## config.mk

```make
export PLATFORM = sky130hd
export DESIGN_NAME = key4_debounce
export DESIGN_NICKNAME = d
export VERILOG_FILES = /design/src/rtl/key4_debounce.sv
export SDC_FILE = /design/constraint.sdc
export NUM_CORES = 1
export LEC_CHECK = 0
export ABC_AREA = 1
export BUFFER_PORTS_ARGS = -buffer_cell sky130_fd_sc_hd__buf_4
export CAP_MARGIN = 5
export CORE_MARGIN = 2
export CORE_UTILIZATION = 50
export DETAILED_ROUTE_END_ITERATION = 6
export PLACE_DENSITY = 0.77
export SKIP_CTS_REPAIR_TIMING = 1
export SLEW_MARGIN = 10
export SYNTH_ARGS = -nofsm -noshare
export SYNTH_HDL_FRONTEND = slang
export SYNTH_SLANG_ARGS = --single-unit
```

## constraint.sdc

```tcl
create_clock -name clk -period 2.1 [get_ports clk]
set_input_delay 0.315 -clock clk [delete_from_list [all_inputs] [get_ports clk]]
set_output_delay 0.315 -clock clk [all_outputs]
set_load 0.01 [all_outputs]
```

## src/rtl/key4_debounce.sv

```systemverilog
// key4_debounce: four active-low key inputs -> synchronised, tick-debounced levels, press/release pulses, key code.
// Define KEY4_LONGPRESS_EN to build the per-key long-press detector; otherwise key_long is tied low.
module key4_debounce #(
    parameter int TICK_DIV   = 12500,
    parameter int DEB_TICKS  = 20,
    parameter int LONG_TICKS = 1000
) (
    input  logic       clk,
    input  logic       nrst,
    input  logic [3:0] key_n,
    output logic [3:0] key_level,
    output logic [3:0] key_press,
    output logic [3:0] key_release,
    output logic       key_valid,
    output logic [1:0] key_code,
    output logic [3:0] key_long
);
    localparam int TW = TICK_DIV > 1 ? $clog2(TICK_DIV) : 1;
    localparam logic [TW-1:0] TICK_MAX = TW'(TICK_DIV - 1);
    localparam logic [7:0] DEB = 8'(DEB_TICKS);

    typedef enum logic [1:0] {IDLE, PRESS_WAIT, PRESSED, RELEASE_WAIT} state_t;

    logic [3:0]    sync1, sync2, key_s, press_d, release_d;
    logic [TW-1:0] tcnt;
    logic          tick;

    // synchroniser flops reset to "released" so a held key looks like a fresh press after reset
    always_ff @(posedge clk or negedge nrst)
        if (!nrst) {sync2, sync1} <= 8'hFF;
        else {sync2, sync1} <= {sync1, key_n};

    assign key_s = ~sync2;

    always_ff @(posedge clk or negedge nrst)
        if (!nrst) tcnt <= TICK_MAX;
        else tcnt <= tick ? TICK_MAX : tcnt - TW'(1);

    assign tick = tcnt == '0;

    for (genvar i = 0; i < 4; i++) begin : g
        state_t     st, st_nxt;
        logic [7:0] cnt, cnt_nxt;
        logic       p, r;

        always_ff @(posedge clk or negedge nrst)
            if (!nrst) begin
                st  <= IDLE;
                cnt <= 8'd0;
            end else begin
                st  <= st_nxt;
                cnt <= cnt_nxt;
            end

        always_comb begin
            st_nxt  = st;
            cnt_nxt = cnt;
            if (tick)
                case (st)
                    IDLE:
                        if (key_s[i]) begin
                            st_nxt  = DEB == 8'd1 ? PRESSED : PRESS_WAIT;
                            cnt_nxt = DEB == 8'd1 ? 8'd0 : 8'd1;
                        end
                    PRESS_WAIT:
                        if (key_s[i]) begin
                            st_nxt  = cnt + 8'd1 == DEB ? PRESSED : PRESS_WAIT;
                            cnt_nxt = cnt + 8'd1 == DEB ? 8'd0 : cnt + 8'd1;
                        end else begin
                            st_nxt  = IDLE;
                            cnt_nxt = 8'd0;
                        end
                    PRESSED:
                        if (!key_s[i]) begin
                            st_nxt  = DEB == 8'd1 ? IDLE : RELEASE_WAIT;
                            cnt_nxt = DEB == 8'd1 ? 8'd0 : 8'd1;
                        end
                    RELEASE_WAIT:
                        if (!key_s[i]) begin
                            st_nxt  = cnt + 8'd1 == DEB ? IDLE : RELEASE_WAIT;
                            cnt_nxt = cnt + 8'd1 == DEB ? 8'd0 : cnt + 8'd1;
                        end else begin
                            st_nxt  = PRESSED;
                            cnt_nxt = 8'd0;
                        end
                endcase
        end

        always_comb begin
            p = tick && key_s[i] && ((st == IDLE && DEB == 8'd1) || (st == PRESS_WAIT && cnt + 8'd1 == DEB));
            r = tick && !key_s[i] && ((st == PRESSED && DEB == 8'd1) || (st == RELEASE_WAIT && cnt + 8'd1 == DEB));
        end

        assign press_d[i]   = p;
        assign release_d[i] = r;
        assign key_level[i] = st == PRESSED || st == RELEASE_WAIT;

`ifdef KEY4_LONGPRESS_EN
        localparam logic [15:0] LT = 16'(LONG_TICKS);
        logic [15:0] lcnt;
        logic        held, long_q;

        assign held = st == PRESSED || st == RELEASE_WAIT;

        // lcnt survives a rejected release bounce; only a fresh press clears it
        always_ff @(posedge clk or negedge nrst)
            if (!nrst) begin
                lcnt   <= 16'd0;
                long_q <= 1'b0;
            end else begin
                long_q <= tick && held && lcnt + 16'd1 == LT;
                if (st_nxt == PRESSED && (st == IDLE || st == PRESS_WAIT)) lcnt <= 16'd0;
                else if (tick && held && lcnt != LT) lcnt <= lcnt + 16'd1;
            end

        assign key_long[i] = long_q;
`else
        assign key_long[i] = 1'b0;
`endif
    end

    always_ff @(posedge clk or negedge nrst)
        if (!nrst) begin
            key_press   <= 4'd0;
            key_release <= 4'd0;
            key_valid   <= 1'b0;
            key_code    <= 2'd0;
        end else begin
            key_press   <= press_d;
            key_release <= release_d;
            key_valid   <= |press_d;
            if (|press_d) key_code <= press_d[0] ? 2'd0 : press_d[1] ? 2'd1 : press_d[2] ? 2'd2 : 2'd3;
        end
endmodule

```

== Yosys cells after proc, flatten, opt, wreduce, memory -nomap -nowiden ==
Index checks and enable logic that the tools add are counted.

* Register bits: 73
* Input port bits: 6
* Output and inout port bits: 19
* Logic and storage cells: 143

* Add/sub/neg operators: 5
* Equality and inequality tests: 24
* Mux-type cells: 56
* Bitwise gates (word level): 1
* Reductions and logical operators: 42

{| class="wikitable"
|+ Operators with widths
! kind !! count
|-
| $mux 8 || 20
|-
| $pmux 8 s4 || 4
|-
| $mux 2 || 26
|-
| $add 8x1->8 const B || 4
|-
| $eq 8x5->1 const B || 4
|-
| $pmux 2 s4 || 4
|-
| $logic_and 1x1->1 || 24
|-
| $eq 2x2->1 const B || 8
|-
| $ne 2x2->1 const B || 8
|-
| $logic_not 14->1 || 1
|-
| $mux 14 || 1
|-
| $sub 14x1->14 const B || 1
|-
| $reduce_and 3->1 || 4
|-
| $eq 2x1->1 const B || 4
|-
| $logic_not 2->1 || 4
|-
| $logic_not 1->1 || 4
|-
| $logic_or 1x1->1 || 4
|-
| $not 4->4 || 1
|-
| $reduce_or 4->1 || 1
|-
| $mux 1 || 1
|}

== Logic depth before layout (Yosys ltp) ==
Gate-level depths: netlist of the first run.

* Depth after elaboration: 7
* Mapped depth: 13
* Mapped depth without buffers: 13

== Worst setup path before layout of the first run ==
OpenSTA, ideal clock, no wires.

* Path kind: register to register
* Start point: reg tcnt[0]
* End point: reg g[2].cnt[0]
* Library setup time: 0.087 ns
* Data arrival time: 1.580 ns
* Required time: 2.013 ns
* Setup slack: 0.433 ns
* Cell stages (with the launch flop): 10
* Buffers on the path: 0
* Period minus slack after synthesis: 1.667 ns
* Cells stage by stage: dfstp_2 inv_1 ha_1 nand3_1 nor2_2 nand2_4 nor2_1 nor2_2 nand2_1 a22oi_1

* Longest elaborated chain between the ends: 2

{| class="wikitable"
|+ RTL lines
! item !! RTL line !! source
|-
| start, declared || 25 || <nowiki>logic [TW-1:0] tcnt;</nowiki>
|-
| start signal, assigned || 37 || <nowiki>else tcnt <= tick ? TICK_MAX : tcnt - TW'(1);</nowiki>
|-
| $logic_not 14->1 || 39 || <nowiki>assign tick = tcnt == '0;</nowiki>
|-
| $reduce_and 3->1 (no line) || - ||
|-
| end signal, assigned || 52 || <nowiki>cnt <= cnt_nxt;</nowiki>
|-
| end, declared || 43 || <nowiki>logic [7:0] cnt, cnt_nxt;</nowiki>
|}

Every way passes these cells.
A chain may end at the register's enable or synchronous reset.

== Worst setup path in the final report of the first run ==
* Start point: reg tcnt[0]
* End point: reg g[2].cnt[3]

The elaborated chain is that of the path after synthesis.

==> results.md, run 1 <==
* DIE AREA at 0.00855 mm2
* Drt total wl at 7710 um
* Area grow syn2layout at 11.4%
* RR Endpoint: g[2].cnt[3]
* Outcome: complete, no violations
* First-pass GRT wire length at 13400 um
* Worst skew pair latency at 350 ps
* Via count at 3212
* DR WL/cell at 12.6 um
* Slowest-stage cell, CP: dfstp_2
* Clock skew at 13.7 ps
* Global Route Usage Sum at 0.197
* Fmax at 0.516 GHz
* Worst Path Max Fanout at 17
* Fin crit share at 0.922
* DRT iter0 DRCs at 245
* Clock-pin slew on the worst setup and hold paths at 70 ps
* DRC viols at 0
* Cell Pwr Density at 571 mW/mm2
* Number of synthesized flops with an enable pin at 0
* Final setup violation count at 0
* Vias in the first global route at 3076
* YS warnings at 0
* Fin nets at 522
* GPL Wtd Cong at 0.905
* Post-DP HPWL at 5620 um
* CP top delay family: simple AND/OR/NAND/NOR gates
* Crit path to: g[2].cnt[3]
* Total gr overflow at 0
* Root Buffer: clkbuf_8
* Hold wc startpoint: key_n[0]
* TritonRoute pass-1 iters at 5
* Sequential element share of the synthesized area at 0.472
* Critical Path RT at 2360 ps
* Avg Inst Size Synth at 8.14 um2
* Vias per inst at 5.23
* Critical path arrival at 2200 ps
* Reg2reg setup slack at 160 ps
* Max cap viols at 0
* RSZ-0062 raised after global routing: false
* Initial core utilization at 0.512
* Commonest cells after routing, fill and taps aside: nand2_1, inv_1, dfrtp_1
* Peak supply drop at 353 uV
* CTS tree: built
* FFs w/ async S/R, synth at 1.00
* DIE HEIGHT at 92.5 um
* Antenna-violating nets left at 0
* Seq pwr share at 0.574
* RR Startpoint: tcnt[0]
* Switching share of power at 0.224
* Worst Hold Class: input port to flip-flop
* Critical Path End Type: flip-flop
* Clock share of power at 0.404
* Post-synth design cell area at 0.00391 mm2
* WP depth at 10
* Num rows at 32
* CP max stage delay at 550 ps
* Total CTS buffers at 9
* Core ar. at 0.00765 mm2
* # H-tree levels at 3
* Leak at 2.15 nW
* NetSw at 558 uW
* Cell count after placement at 597
* P_int at 1.93 mW
* Initial antenna violation count at 0
* Post-Layout Cell Count at 614
* Largest net degree at the start of global routing at 45
* Clk buf depth at 2
* WP buf/inv at 2
* Crit path from: tcnt[0]
* Most common cell after layout, fill and taps aside: nand2_1
* I/O pin count at 25
* Ant diodes at 0
* Synth cell types at 40
* Die width at 92.5 um
* #FFs+latches synth at 73
* Top FF cell, synth: dfrtp_1
* Path depth of the worst reg2reg path at 10
* Final Hold Vio Count at 0
* Minimum clock period at 1940 ps
* Share of layout cells above drive strength 1 at 0.152
* Clk sinks at 73
* Fin. max-slew vios at 0
* Crit-path cells: inv_1, ha_1, nand3_1, nor2_2, nand2_4, nor2_1, nor2_2, buf_4, nand2_1, o21ai_0
* Worst setup SP type: flip-flop
* Comb pwr share at 0.022
* Port Buf Inserts at 20
* Most common cell on crit path: nor2_2
* Synthesized instance count at 481
* TNS Setup at 0 ps
* Crit Path Class: flip-flop to flip-flop
## synth_stat cells (3+ instances only)
| library cell | n | area (um2) |
|---|---|---|
| nand2_1 | 105 | 394 |
| nor2_4 | 4 | 45.0 |
| o21ai_1 | 5 | 25.0 |
| ha_1 | 9 | 113 |
| dfstp_2 | 15 | 394 |
| a32o_1 | 6 | 60.1 |
| clkbuf_1 | 5 | 18.8 |
| buf_4 | 4 | 30.0 |
| xor2_1 | 10 | 87.6 |
| dfrtp_1 | 58 | 1450 |
| o21ai_0 | 25 | 125 |
| a22o_1 | 5 | 43.8 |
| a21oi_1 | 4 | 20.0 |
| nand3_1 | 39 | 195 |
| nor3_1 | 6 | 30.0 |
| xnor2_1 | 5 | 43.8 |
| o31ai_1 | 3 | 22.5 |
| a22oi_1 | 3 | 22.5 |
| nor2_2 | 12 | 75.1 |
| inv_1 | 66 | 248 |
| o22ai_1 | 4 | 25.0 |
| nand4_1 | 12 | 75.1 |
| nor2_1 | 52 | 195 |
## power by group through the flow
stage               clock network, mW  registers, mW  logic [mW]
finish                           1.01           1.43      0.0536
global route                     1.09           1.43      0.0627
CTS                              1.04           1.43      0.0548
detailed placement                  0           1.45      0.0550
global placement                    0           1.45      0.0535
floorplan                           0           1.45      0.0187
## worst reg2reg max path, delay by kind of cell (launching register included)
| family | cells | cell delay [ps] |
|---|---|---|
| and+or+nand+nor | 6 | 770 |
| AOI/OAI and AO/OA | 1 | 80 |
| buffers and inverters | 2 | 250 |
| adders and majority gates | 1 | 210 |
| DFF | 1 | 550 |
## state kept, by name, indices dropped and copies added, names as in the netlist
| name | flops |
|---|---|
| tcnt | 14 |
| g.cnt | 32 |
| key_valid | 1 |
| sync2 | 4 |
| key_press | 4 |
| g.st | 8 |
| key_code | 2 |
| key_release | 4 |
| sync1 | 4 |
## cell families (layout without fill, tap and decap cells)
logic type / count (synthesis) / in the layout / share of synthesized area
AO/OA/AOI/OAI: 60 / 60 / 0.101
flip-flops: 73 / 73 / 0.472
adder cells (fa/ha/maj): 9 / 9 / 0.0288
buffers and inverters: 80 / 108 / 0.0812
other: 1 / 4 / 0.000958
AND/OR/NAND/NOR: 243 / 243 / 0.283
XOR/XNOR: 15 / 15 / 0.0336
## metrics by stage
stage           util  setup WS [ps]  hold WS [ps]  cell area, um2  power (mW)
6_report       0.570            164          73.3            4360        2.49
2_1_floorplan      -            433          19.4            3930        1.47
5_1_grt        0.570           31.0          53.3            4360        2.59
4_1_cts        0.569            159          -123            4350        2.52
3_3_place_gp   0.545            279           258            4170        1.51
3_5_place_dp   0.545            164           268            4170        1.51
## area by class of cell
| cell class | instances | area, um2 |
|---|---|---|
| repair buffers | 23 | 188 |
| clock inverters | 2 | 15.0 |
| inverters | 69 | 259 |
| fillers | 684 | 3290 |
| clock buffers | 14 | 163 |
| flip-flops and latches | 73 | 1850 |
| well taps | 102 | 128 |
| multi-input cells | 331 | 1760 |
## worst min-delay path by stage
stage / to / slack [ps] / cells after the start
CTS: g[0].cnt[4] / -120 / 1
floorplan: g[0].cnt[0] / 20 / 0
global placement: g[0].cnt[4] / 260 / 1
finish: sync1[0] / 70 / 1
detailed placement: g[0].cnt[2] / 270 / 1
global route: sync1[0] / 50 / 1
## per-layer routing
layer  share of wire  track usage
met3           0.045       0.0439
met2            0.48        0.328
met5               0            0
met1            0.47        0.246
met4           0.012       0.0858
Note: power is estimated with default switching activity, not from simulation.
==> inputs of run 2 (changes only) <==
--- a/config.mk
+++ b/config.mk
@@ -5,12 +5,13 @@
 export SDC_FILE = /design/constraint.sdc
 export NUM_CORES = 1
 export LEC_CHECK = 0
-export ABC_AREA = 1
 export BUFFER_PORTS_ARGS = -buffer_cell sky130_fd_sc_hd__buf_4
 export CAP_MARGIN = 5
 export CORE_MARGIN = 2
 export CORE_UTILIZATION = 50
+export CTS_CLUSTER_SIZE = 16
 export DETAILED_ROUTE_END_ITERATION = 6
+export MAX_ROUTING_LAYER = met4
 export PLACE_DENSITY = 0.77
 export SKIP_CTS_REPAIR_TIMING = 1
 export SLEW_MARGIN = 10
==> results.md, run 2 <==
* CP top delay family: simple AND/OR/NAND/NOR gates (unchanged)
* Root Buffer: clkbuf_8 (unchanged)
* Least-Margin Pin Slew at 555 ps
* Leak at 1.92 nW (was 2.15 nW)
* Core ar. at 0.00733 mm2 (was 0.00765 mm2)
* DIE HEIGHT at 91.6 um (was 92.5 um)
* Largest net degree at the start of global routing at 47 (was 45)
* Final Instance Area at 0.00448 mm2 (was 0.00436 mm2)
* Slew Limit Headroom at 0.627
* Die width at 91.6 um (was 92.5 um)
* Drt total wl at 7990 um (was 7710 um)
* Area grow syn2layout at 16.7% (was 11.4%)
* Antenna-violating nets left at 0 (unchanged)
* Final setup violation count at 0 (unchanged)
* Vias in the first global route at 2821 (was 3076)
* Sequential element share of the synthesized area at 0.481 (was 0.472)
* Fin nets at 434 (was 522)
* Clk sinks at 73 (unchanged)
* Total CTS buffers at 9 (unchanged)
* Worst Hold Class: input port to flip-flop (unchanged)
* FFs w/ async S/R, synth at 1.00 (unchanged)
* Critical path arrival at 2270 ps (was 2200 ps)
* DR WL/cell at 15.3 um (was 12.6 um)
* Largest register by flop count: g.cnt (unchanged)
* Synth top cells by count: dfrtp_1, nand2_1, nand3_1 (was nand2_1, inv_1, dfrtp_1)
* Critical Path RT at 2320 ps (was 2360 ps)
* RSZ-0062 raised after global routing: true (was false)
* Placed Area at 0.00422 mm2 (was 0.00417 mm2)
* Synth top area share at 0.378 (was 0.371)
* Synthesized instance count at 380 (was 481)
* Fin. max-slew vios at 0 (unchanged)
* Minimum clock period at 2050 ps (was 1940 ps)
* Worst Path Max Fanout at 6 (was 17)
* Avg Inst Size Synth at 10.1 um2 (was 8.14 um2)
* Largest registers: g.cnt x32, tcnt x14, g.st x8 (unchanged)
* Crit Path Class: flip-flop to flip-flop (unchanged)
* DIE AREA at 0.00839 mm2 (was 0.00855 mm2)
* Initial antenna violation count at 0 (unchanged)
* Commonest cells after routing, fill and taps aside: dfrtp_1, buf_4, nand2_1 (was nand2_1, inv_1, dfrtp_1)
* #FFs+latches synth at 73 (unchanged)
* Met2 WL at 3730 um (was 3680 um)
* Outcome: complete, no violations (unchanged)
* Num rows at 31 (was 32)
* Clock skew at 12.6 ps (was 13.7 ps)
* # H-tree levels at 3 (unchanged)
* First-pass GRT wire length at 13500 um (was 13400 um)
* Cell Pwr Density at 605 mW/mm2 (was 571 mW/mm2)
* Most common cell after layout, fill and taps aside: dfrtp_1 (was nand2_1)
* GPL Wtd Cong at 0.888 (was 0.905)
* Metal3 WL at 350 um (was 345 um)
* Fin crit share at 0.977 (was 0.922)
* TNS Setup at 0 ps (unchanged)
* Initial core utilization at 0.524 (was 0.512)
* Clk buf depth at 2 (unchanged)
* Slowest-stage cell, CP: dfrtp_1 (was dfstp_2)
* Synth cell types at 57 (was 40)
* WP buf/inv at 2 (unchanged)
* DP Worst Slack at 21.6 ps (was 164 ps)
* Total gr overflow at 0 (unchanged)
* Peak supply drop at 440 uV (was 353 uV)
* Global Route Usage Sum at 0.208 (was 0.197)
* Via count at 3064 (was 3212)
* Synth area leaders: dfrtp_1, dfstp_2, xnor2_1 (was dfrtp_1, dfstp_2, nand2_1)
* Ant diodes at 0 (unchanged)
* Number of synthesized flops with an enable pin at 0 (unchanged)
* Post-synth design cell area at 0.00384 mm2 (was 0.00391 mm2)
* Synth area leader: dfrtp_1 (unchanged)
* Share of layout cells above drive strength 1 at 0.210 (was 0.152)
* YS warnings at 0 (unchanged)
* DR top layer: met4 (unchanged)
* CTS tree: built (unchanged)
* Worst Setup Slack, final at 48.5 ps (was 164 ps)
* Fmax at 0.487 GHz (was 0.516 GHz)
* Critical Path End Type: flip-flop (unchanged)
* DRC viols at 0 (unchanged)
* Post-DP HPWL at 5660 um (was 5620 um)
* Max cap viols at 0 (unchanged)
* Worst setup SP type: flip-flop (unchanged)
* Most frequent cell after synthesis: dfrtp_1 (was nand2_1)
* Hold slack final at 64.7 ps (was 73.3 ps)
* Port Buf Inserts at 20 (unchanged)
* Vias per inst at 5.86 (was 5.23)
* Final Hold Vio Count at 0 (unchanged)
* CP max stage delay at 420 ps (was 550 ps)
* Crit-path cells: ha_1, buf_4, or3b_4, a311oi_4, nand4_1, inv_2, a211oi_1 (was inv_1, ha_1, nand3_1, nor2_2, nand2_4, nor2_1, nor2_2, buf_4, nand2_1, o21ai_0)
* Routed length on met1 at 3820 um (was 3590 um)
* Clock-pin slew on the worst setup and hold paths at 80 ps (was 70 ps)
* I/O pin count at 25 (unchanged)
* Max reg flops at 32 (unchanged)
* Top FF cell, synth: dfrtp_1 (unchanged)
* TritonRoute pass-1 iters at 5 (unchanged)
* Worst skew pair latency at 360 ps (was 350 ps)
* DRT iter0 DRCs at 245 (unchanged)
[run 2: cell types whose count changed in the layout (fill, tap and decap cells not counted), sizes merged, moves of 11 or more]
cell,previous run,this run
buf,22,45
inv,68,9
nand2,108,32
nand3,39,25
nor2,68,23
o21ai,30,19
[run 2: stage by stage]
stage / instances / util / total power [mW]
6_report: 523 / 0.611 / 2.71
5_1_grt: 523 / 0.611 / 2.82
4_1_cts: 522 / 0.606 / 2.74
3_5_place_dp: 506 / 0.576 / 1.52
3_3_place_gp: 506 / 0.576 / 1.52
2_1_floorplan: 383 / - / 1.48
[run 2: per-layer routing]
metal,vias to the layer above,GRT usage
li1,1481,-
met1,1494,0.292
met2,79,0.307
met3,10,0.0427
met4,0,0.0644
met5,-,-
[run 2: final cells by class]
type,count,area [um2]
fill,597,2850
multi-input combinational,280,1900
sequential,73,1850
timing repair buffer,46,360
clock buffer,11,141
tap,99,124
clock inverter,5,80.1
inverter,9,33.8
[run 2: worst paths after layout]
path	from	endpoint	slack (ps)	cells past startpoint
max	g[1].cnt[1]	key_code[1]	50	7
min	key_n[0]	sync1[0]	60	1
min reg2reg	sync1[1]	sync2[1]	340	0
min in group asynchronous	nrst	g[1].cnt[2]	410	2
max in group asynchronous	nrst	sync2[2]	1060	3
max reg2reg	g[1].cnt[1]	key_code[1]	50	7
[run 2: kinds of logic after synthesis]
group,Yosys count,share of synthesized area
flip-flops,73,0.481
other,1,0.000977
adder cells (fa/ha/maj),9,0.0293
multiplexers,10,0.0271
buffers and inverters,30,0.0359
XOR/XNOR,16,0.0365
AO/OA/AOI/OAI,86,0.168
AND/OR/NAND/NOR,155,0.222
[run 2: power by group]
part           internal [mW]  switching (mW)
clock network          0.700           0.523
registers               1.42         0.00580
logic                 0.0183          0.0462
==> inputs of run 3 (changes only) <==
--- a/config.mk
+++ b/config.mk
@@ -5,6 +5,7 @@
 export SDC_FILE = /design/constraint.sdc
 export NUM_CORES = 1
 export LEC_CHECK = 0
+export ABC_AREA = 1
 export BUFFER_PORTS_ARGS = -buffer_cell sky130_fd_sc_hd__buf_4
 export CAP_MARGIN = 5
 export CORE_MARGIN = 2
==> results.md, run 3 (synthesis results as in run 1) <==
* I/O pin count at 25 (unchanged)
* RR Endpoint: g[2].cnt[3] (was key_code[1])
* WP buf/inv at 2 (unchanged)
* Global Route Usage Sum at 0.202 (was 0.208)
* CTS tree: built (unchanged)
* Pwr Total at 2.49 mW (was 2.71 mW)
* Clock-pin slew on the worst setup and hold paths at 70 ps (was 80 ps)
* Largest register by flop count: g.cnt (unchanged)
* GPL Wtd Cong at 0.920 (was 0.888)
* Critical path arrival at 2200 ps (was 2270 ps)
* Fin crit share at 0.924 (was 0.977)
* Worst setup SP type: flip-flop (unchanged)
* Share of layout cells above drive strength 1 at 0.152 (was 0.210)
* TNS Setup at 0 ps (unchanged)
* Peak supply drop at 353 uV (was 440 uV)
* Crit-path cells: inv_1, ha_1, nand3_1, nor2_2, nand2_4, nor2_1, nor2_2, buf_4, nand2_1, o21ai_0 (was ha_1, buf_4, or3b_4, a311oi_4, nand4_1, inv_2, a211oi_1)
* Worst Path Max Fanout at 17 (was 6)
* DR WL/cell at 12.6 um (was 15.3 um)
* Root Buffer: clkbuf_8 (unchanged)
* Critical Path End Type: flip-flop (unchanged)
* Largest registers: g.cnt x32, tcnt x14, g.st x8 (unchanged)
* Reg2reg setup slack at 160 ps (was 50 ps)
* RSZ-0062 raised after global routing: false (was true)
* Via count at 3207 (was 3064)
* Core ar. at 0.00765 mm2 (was 0.00733 mm2)
* Clk buf depth at 2 (unchanged)
* Antenna-violating nets left at 0 (unchanged)
* RR Startpoint: tcnt[0] (was g[1].cnt[1])
* Slowest-stage cell, CP: dfstp_2 (was dfrtp_1)
* Post-DP HPWL at 5620 um (was 5660 um)
* Largest net degree at the start of global routing at 45 (was 47)
* Fmax at 0.515 GHz (was 0.487 GHz)
* Most common cell on crit path: nor2_2
* DIE AREA at 0.00855 mm2 (was 0.00839 mm2)
* Initial core utilization at 0.512 (was 0.524)
* Minimum clock period at 1940 ps (was 2050 ps)
* Placed Area at 0.00417 mm2 (was 0.00422 mm2)
* Cell count after placement at 597 (was 506)
* Worst skew pair latency at 350 ps (was 360 ps)
* Total CTS buffers at 9 (unchanged)
* TritonRoute pass-1 iters at 4 (was 5)
* Drt total wl at 7740 um (was 7990 um)
* Hold slack final at 72.8 ps (was 64.7 ps)
* Max reg flops at 32 (unchanged)
* CP top delay family: simple AND/OR/NAND/NOR gates (unchanged)
* Final Hold Vio Count at 0 (unchanged)
* Vias per inst at 5.22 (was 5.86)
* Clock share of power at 0.404 (was 0.451)
* Vias in the first global route at 3083 (was 2821)
* Final setup violation count at 0 (unchanged)
* Worst hold path depth at 1 (unchanged)
* Area grow syn2layout at 11.4% (was 16.7%)
* Commonest cells after routing, fill and taps aside: nand2_1, inv_1, dfrtp_1 (was dfrtp_1, buf_4, nand2_1)
* Worst Hold Path EP: sync1[0] (unchanged)
* Most common cell after layout, fill and taps aside: nand2_1 (was dfrtp_1)
* Path depth of the worst reg2reg path at 10 (was 7)
* Final Instance Area at 0.00436 mm2 (was 0.00448 mm2)
* Fin. max-slew vios at 0 (unchanged)
* Worst Hold Class: input port to flip-flop (unchanged)
* Leak at 2.15 nW (was 1.92 nW)
* Num rows at 32 (was 31)
* Post-Layout Cell Count at 614 (was 523)
* # H-tree levels at 3 (unchanged)
* Max cap viols at 0 (unchanged)
* Hold wc startpoint: key_n[0] (unchanged)
* Outcome: complete, no violations (unchanged)
* Ant diodes at 0 (unchanged)
* DIE HEIGHT at 92.5 um (was 91.6 um)
* Cell Pwr Density at 571 mW/mm2 (was 605 mW/mm2)
* P_int at 1.93 mW (was 2.14 mW)
* Port Buf Inserts at 20 (unchanged)
* Seq pwr share at 0.574 (was 0.526)
* Fin nets at 522 (was 434)
* Clk sinks at 73 (unchanged)
* Crit Path Class: flip-flop to flip-flop (unchanged)
* Total gr overflow at 0 (unchanged)
* Clock skew at 13.7 ps (was 12.6 ps)
* Critical Path RT at 2360 ps (was 2320 ps)
* NetSw at 558 uW (was 575 uW)
* Switching share of power at 0.224 (was 0.212)
* DRT iter0 DRCs at 251 (was 245)
* DRC viols at 0 (unchanged)
* Comb pwr share at 0.022 (was 0.024)
* Initial antenna violation count at 0 (unchanged)
* Die width at 92.5 um (was 91.6 um)
* CP max stage delay at 550 ps (was 420 ps)
* First-pass GRT wire length at 13400 um (was 13500 um)
* WP depth at 10 (was 7)
## run 3: how the worst max path moves through the flow
stage,end,from
finish,g[2].cnt[3],tcnt[0]
global route,g[1].st[0],g[1].cnt[0]
CTS,g[2].cnt[3],tcnt[0]
detailed placement,g[2].cnt[3],tcnt[0]
global placement,g[3].cnt[0],tcnt[0]
floorplan,g[2].cnt[0],tcnt[0]
## run 3: stage by stage
step | setup slack, ps | utilization
2_1_floorplan | 433 | -
3_3_place_gp | 279 | 0.545
3_5_place_dp | 164 | 0.545
4_1_cts | 159 | 0.569
5_1_grt | 31.0 | 0.570
6_report | 160 | 0.570
## run 3: final cells by class
| type | instances | area, um2 |
|---|---|---|
| Clock buffer | 14 | 163 |
| Clock inverter | 2 | 15.0 |
| Fill cell | 684 | 3290 |
| Inverter | 69 | 259 |
| Multi-Input combinational cell | 331 | 1760 |
| Sequential cell | 73 | 1850 |
| Tap cell | 102 | 128 |
| Timing Repair Buffer | 23 | 188 |
## run 3: worst reg2reg max path: cells and delay by family, from the launching register on
| family | cells | cell delay, ps |
|---|---|---|
| AND/OR/NAND/NOR | 6 | 770 |
| flip-flops | 1 | 550 |
| buffers and inverters | 2 | 250 |
| adder cells (fa/ha/maj) | 1 | 210 |
| AO/OA/AOI/OAI | 1 | 80 |
## run 3: layer usage
| metal | GRT usage | vias to the layer above | wire length (um) |
|---|---|---|---|
| li1 | - | 1602 | - |
| met1 | 0.246 | 1541 | 3620 |
| met2 | 0.328 | 57 | 3660 |
| met3 | 0.0415 | 7 | 371 |
| met4 | 0.0858 | 0 | 90 |
| met5 | - | - | 0 |
## run 3: power by group through the flow
stage / combinational [mW] / clock [mW] / sequential [mW]
final: 0.0537 / 1.01 / 1.43
after global routing: 0.0627 / 1.09 / 1.43
after CTS: 0.0548 / 1.04 / 1.43
after detailed placement: 0.0550 / 0 / 1.45
after global placement: 0.0535 / 0 / 1.45
after floorplan: 0.0187 / 0 / 1.45
